## src/rtl/serial_link_pkg.sv

```systemverilog
// Shared definitions for both ends of the serial link: frame line levels,
// the default word width and the receiver state encoding.
package serial_link_pkg;

    // Default data bits per frame; the transmitter uses the same value.
    localparam int DEFAULT_WIDTH = 8;

    // Line levels that make up a frame.
    localparam logic START_BIT  = 1'b1;
    localparam logic STOP_BIT   = 1'b0;
    localparam logic IDLE_LEVEL = 1'b0;

    // Receiver states.
    // HUNT waits for an idle line, so a line stuck high is never taken
    // as a run of start bits.
    typedef enum logic [1:0] {
        HUNT = 2'd0,
        IDLE = 2'd1,
        DATA = 2'd2,
        STOP = 2'd3
    } rx_state_t;

endpackage

```

## src/rtl/serial_bit_counter.sv

```systemverilog
// Bit-position counter for serial framing.
// It has a synchronous clear and a count enable, and is shared with the
// transmitter.
module serial_bit_counter
    import serial_link_pkg::*;
#(
    parameter int WIDTH = DEFAULT_WIDTH,
    localparam int CNT_W = (WIDTH > 1) ? $clog2(WIDTH) : 1
) (
    input  logic             clk,
    input  logic             rst,
    input  logic             clear,
    input  logic             en,
    output logic [CNT_W-1:0] count
);

    // Count bits while enabled; clear takes priority over enable.
    always_ff @(posedge clk or posedge rst) begin
        if (rst) begin
            count <= '0;
        end else if (clear) begin
            count <= '0;
        end else if (en) begin
            count <= count + 1'b1;
        end
    end

endmodule

```

## src/rtl/serial_in_receiver.sv

```systemverilog
// Serial receiver. It detects frames made of a start bit, WIDTH data bits
// sent MSB first and a stop bit.
// Each good word is presented with a one-cycle valid pulse.
// A bad stop bit raises a one-cycle error pulse.
// The receiver also counts good frames.
module serial_in_receiver
    import serial_link_pkg::*;
#(
    parameter int WIDTH   = DEFAULT_WIDTH,
    parameter int COUNT_W = 16
) (
    input  logic               clk,
    input  logic               rst,
    input  logic               serialIn,
    output logic [WIDTH-1:0]   dataOut,
    output logic               dataValid,
    output logic               frameErr,
    output logic [COUNT_W-1:0] frameCount
);

    localparam int CNT_W = (WIDTH > 1) ? $clog2(WIDTH) : 1;

    rx_state_t        state;
    rx_state_t        state_next;
    logic [WIDTH-1:0] shreg;
    logic [CNT_W-1:0] bit_cnt;
    logic             last_bit;
    logic             stop_good;
    logic             stop_bad;

    // The counter is held at zero outside DATA.
    // As a result, every frame starts counting from bit 0.
    serial_bit_counter #(
        .WIDTH (WIDTH)
    ) u_bit_counter (
        .clk   (clk),
        .rst   (rst),
        .clear (state != DATA),
        .en    (state == DATA),
        .count (bit_cnt)
    );

    assign last_bit  = (bit_cnt == CNT_W'(WIDTH - 1));
    assign stop_good = (state == STOP) && (serialIn == STOP_BIT);
    assign stop_bad  = (state == STOP) && (serialIn != STOP_BIT);

    // State register.
    always_ff @(posedge clk or posedge rst) begin
        if (rst) begin
            state <= HUNT;
        end else begin
            state <= state_next;
        end
    end

    // Next-state logic.
    // A good stop bit returns to IDLE, so a start bit in the next cycle is
    // accepted.
    // A bad stop bit goes back to HUNT, which waits for the line to go idle.
    always_comb begin
        state_next = state;
        case (state)
            HUNT: begin
                if (serialIn == IDLE_LEVEL) begin
                    state_next = IDLE;
                end
            end
            IDLE: begin
                if (serialIn == START_BIT) begin
                    state_next = DATA;
                end
            end
            DATA: begin
                if (last_bit) begin
                    state_next = STOP;
                end
            end
            STOP: begin
                state_next = stop_good ? IDLE : HUNT;
            end
            default: state_next = HUNT;
        endcase
    end

    // Shift data bits in MSB first.
    // After WIDTH shifts, the first bit received sits in the top position.
    always_ff @(posedge clk or posedge rst) begin
        if (rst) begin
            shreg <= '0;
        end else if (state == DATA) begin
            shreg <= {shreg[WIDTH-2:0], serialIn};
        end
    end

    // Registered outputs, updated on the stop-bit sampling edge.
    // The valid and error pulses are mutually exclusive.
    always_ff @(posedge clk or posedge rst) begin
        if (rst) begin
            dataOut    <= '0;
            dataValid  <= 1'b0;
            frameErr   <= 1'b0;
            frameCount <= '0;
        end else begin
            dataValid <= stop_good;
            frameErr  <= stop_bad;
            if (stop_good) begin
                dataOut    <= shreg;
                frameCount <= frameCount + 1'b1;
            end
        end
    end

endmodule

```

## config.mk

```make
export PLATFORM = sky130hd
export DESIGN_NAME = serial_in_receiver
export DESIGN_NICKNAME = d
export VERILOG_FILES = /design/src/rtl/serial_link_pkg.sv /design/src/rtl/serial_bit_counter.sv /design/src/rtl/serial_in_receiver.sv
export SDC_FILE = /design/constraint.sdc
export NUM_CORES = 1
export LEC_CHECK = 0
export ABC_AREA = 1
export BUFFER_PORTS_ARGS = -buffer_cell sky130_fd_sc_hd__buf_2
export CORE_MARGIN = 2
export CORE_UTILIZATION = 50
export CTS_BUF_LIST = sky130_fd_sc_hd__clkbuf_4 sky130_fd_sc_hd__clkbuf_8 sky130_fd_sc_hd__clkbuf_16
export DETAILED_ROUTE_END_ITERATION = 10
export GPL_TIMING_DRIVEN = 1
export PLACE_DENSITY = 0.77
export SYNTH_ARGS = -nofsm -noshare
export SYNTH_HDL_FRONTEND = slang
export SYNTH_HIERARCHICAL = 1
export SYNTH_SLANG_ARGS = --single-unit
```

## constraint.sdc

```tcl
create_clock -name clk -period 1.66 [get_ports clk]
set_clock_uncertainty 0.15 [all_clocks]
set_input_delay 0.083 -clock clk [delete_from_list [all_inputs] [get_ports clk]]
set_output_delay 0.083 -clock clk [all_outputs]
set_load 0.05 [all_outputs]
```

==> results.cfg <==
[timing]
timing.final.hold_violations = 0
hold_slack_ps = 53.9
slew_headroom_pct = 70.5
tightestPinTransition_ps = 443
post-route-period-util_pct = 93.6
drv_slew = 0
layout_min_cycle_time_ps = 1550
setup_violations = 0
clock.fmax_mhz = 644

[place]
gp_congestion = 0.772
placed_cell_area_mm2 = 0.00204
port_buffers = 28
dp_hpwl_um = 2230

[logic_synthesis]
synthesis.instances = 207
synth-warning-count = 6
post_synth_most_frequent_cells = 52 x sky130_fd_sc_hd__nand2_1, 39 x sky130_fd_sc_hd__dfrtp_1, 31 x sky130_fd_sc_hd__inv_1
ys_async_sr_fraction_pct = 100
top_post_synthesis_cells_by_area = sky130_fd_sc_hd__dfrtp_1 53%, sky130_fd_sc_hd__nand2_1 11%, sky130_fd_sc_hd__inv_1 6.3%, sky130_fd_sc_hd__o21ai_0 5.2%, sky130_fd_sc_hd__ha_1 4.8%
synth.largest_area_cell = sky130_fd_sc_hd__dfrtp_1
number_of_enable_flip_flop_cells_after_synthesis = 0
netlist_area_mm2 = 0.00184
post-synth-top-count-cell = sky130_fd_sc_hd__nand2_1
synth.ff_latch_count = 39
syn-num-nets = 217
synth_cell_types = 24
synth_area_per_cell_um2 = 8.89
netlist.area_leader.share_pct = 53.1
synth_flop_cell = sky130_fd_sc_hd__dfrtp_1
synth-seq-area-share_pct = 53.1

[pwr]
clockPowerShare_pct = 17.6
p_leak_uw = 0.00116
power-per-cell-area_mw_per_mm2 = 1630
power.switching_uw = 1590
internal-power_uw = 1940
p_seq_share_pct = 40.4
total_power_uw = 3520
sw_frac_of_total_pct = 45.1
power_frac_comb_pct = 42.0
largest_vdd_supply_drop_mv = 0.629

[floorplan]
die_area_mm2 = 0.00418
core_area_mm2 = 0.00361
die_h_um = 64.7
core.rowCount = 22
initial_cell_density_of_the_core_pct = 51.0
die_x_um = 64.7
io-pin-count = 29

[min_path]
timing.hold.worst.class = input pin to asynchronous set/reset pin

[detailed_routing]
num_vias = 1360
avgRoutedWirePerCell_um = 10.6
route.detailed.vias_per_inst = 4.64
detail_route.iter0.violations = 58
antenna_violating_nets_post_route = 0
drc = 0
drt_pass1_iterations = 4
wl_um = 3090

[cells_and_area]
antenna_cells_inserted = 0
share_of_final_layout_standard_cells_stronger_than_drive_strength_1_pct = 22.0
final_nets = 254
post-route-cell-area_mm2 = 0.00217
syn2layout_area_growth_pct = 17.8
final_util_pct = 60.1

[job]
drv_cap = 0

[global_routing]
grt_pass1_wl_um = 5420
first_global_vias = 1248
antenna_found_initial = 0
global_route.overflow_total = 0
groute.usage.overall_pct = 16.8
grt_start_max_net_pins = 37

[clock_tree]
cts_root_buffer = sky130_fd_sc_hd__clkbuf_8
cts-buffers-inserted = 5
cts.clk_slew.worst_paths_ps = 70
cts.sink_count = 39
cts_buffer_depth = 2
htree_levels = 2
tritoncts = yes
clock_latency_ps = 280

[setup_path]
critPathKind = register to register
cp-start-kind = register
critPathArrivalTime_ps = 1570
cp_max_fo = 9
crit_required_ps = 1670
endpoint_kind = register

[outcome]
status = completed
placed cells by master, fill, tap and decap left out:
| master | instances |
|---|---|
| sky130_fd_sc_hd__clkinvlp_4 | 2 |
| sky130_fd_sc_hd__ha_1 | 6 |
| sky130_fd_sc_hd__inv_1 | 31 |
| sky130_fd_sc_hd__dfrtp_1 | 37 |
| sky130_fd_sc_hd__nand2_1 | 52 |
| sky130_fd_sc_hd__buf_4 | 4 |
| sky130_fd_sc_hd__inv_2 | 1 |
| sky130_fd_sc_hd__dfrtp_2 | 2 |
| sky130_fd_sc_hd__nor3_1 | 1 |
| sky130_fd_sc_hd__nor2_4 | 4 |
| sky130_fd_sc_hd__nand2_4 | 1 |
| sky130_fd_sc_hd__nand3_2 | 1 |
| sky130_fd_sc_hd__xor2_1 | 7 |
| sky130_fd_sc_hd__nor2_1 | 16 |
| sky130_fd_sc_hd__buf_2 | 28 |
| sky130_fd_sc_hd__nand4_1 | 4 |
| sky130_fd_sc_hd__inv_4 | 1 |
| sky130_fd_sc_hd__ha_2 | 1 |
| sky130_fd_sc_hd__clkbuf_8 | 5 |
| sky130_fd_sc_hd__clkinv_2 | 1 |
| sky130_fd_sc_hd__nor2_2 | 1 |
| sky130_fd_sc_hd__nand2_8 | 1 |
| sky130_fd_sc_hd__xnor2_1 | 3 |
| sky130_fd_sc_hd__nand3_1 | 8 |
| sky130_fd_sc_hd__o21ai_0 | 19 |
| sky130_fd_sc_hd__dlygate4sd3_1 | 2 |
| sky130_fd_sc_hd__a21oi_1 | 3 |
| sky130_fd_sc_hd__and2_1 | 1 |
| sky130_fd_sc_hd__nand2_2 | 1 |
| sky130_fd_sc_hd__o21ai_1 | 1 |
final cells by class:
| type | count | area [um^2] |
|---|---|---|
| fill | 330 | 1440 |
| sequential | 39 | 978 |
| multi-input combinational | 131 | 723 |
| timing repair buffer | 34 | 190 |
| inverter | 33 | 126 |
| clock buffer | 5 | 68.8 |
| tap | 48 | 60.1 |
| clock inverter | 3 | 20.0 |
cell families after synthesis:
group | Yosys count | synth area share [%]
fa+ha+maj | 7 | 4.76
buf+inv | 37 | 8.23
flops | 39 | 53.1
simple gates | 91 | 22.9
compound gates | 23 | 6.26
xor+xnor | 10 | 4.76
what timing repair did:
action,CTS,global route
endpoints found under the hold margin,41,0
setup endpoints to repair,0,2
gates resized for setup,0,2
hold buffers,2,0
buffers inserted,0,1
registers in the layout, summed over array words and instances (netlist names):
signal / cells
frameCount: 16
dataOut: 8
shreg: 8
u_bit_counter/count: 3
state: 2
dataValid: 1
frameErr: 1
per-layer routing:
layer / track usage [%] / wire [um]
met1: 21.8 / 1500
met4: 6.38 / 29
met5: 0 / 0
met3: 5.21 / 150
met2: 26.4 / 1420
power groups by stage:
stage | combinational, uW | clock, uW | sequential (uW)
finish | 1480 | 621 | 1420
CTS | 1460 | 640 | 1430
detailed placement | 1450 | 0 | 1450
global route | 1640 | 680 | 1460
floorplan | 654 | 0 | 1920
global placement | 1410 | 0 | 1440
path summary, 6_finish.rpt:
kind	from	endpoint	slack (ps)	cells after the start
max	state[1]$_DFFE_PP0P_	state[0]$_DFFE_PP0P_	110	6
min	rst	u_bit_counter/count[2]$_DFFE_PP0P_	50	3
max reg2reg	state[1]$_DFFE_PP0P_	state[0]$_DFFE_PP0P_	110	6
min reg2reg	dataOut[4]$_DFFE_PP0P_	dataOut[4]$_DFFE_PP0P_	330	2
max in group asynchronous	rst	frameCount[1]$_DFFE_PP0P_	730	4
min in group clk	dataOut[4]$_DFFE_PP0P_	dataOut[4]$_DFFE_PP0P_	330	2
critical path, cell delays in order, from the launching register on:
cell and delay, ps:
sky130_fd_sc_hd__dfrtp_1 410, sky130_fd_sc_hd__buf_4 150, sky130_fd_sc_hd__ha_1 280, sky130_fd_sc_hd__nand2_1 100, sky130_fd_sc_hd__nand2_1 90, sky130_fd_sc_hd__o21ai_0 150
sky130_fd_sc_hd__o21ai_0 100
stage by stage:
stage,setup TNS [ps],std cells,setup WS (ps)
floorplan,0,207,11.6
global placement,0,282,147
detailed placement,0,282,117
CTS,0,292,99.8
global route,-0.711,293,-0.711
finish,0,293,107
(Power assumes the default switching activity.)
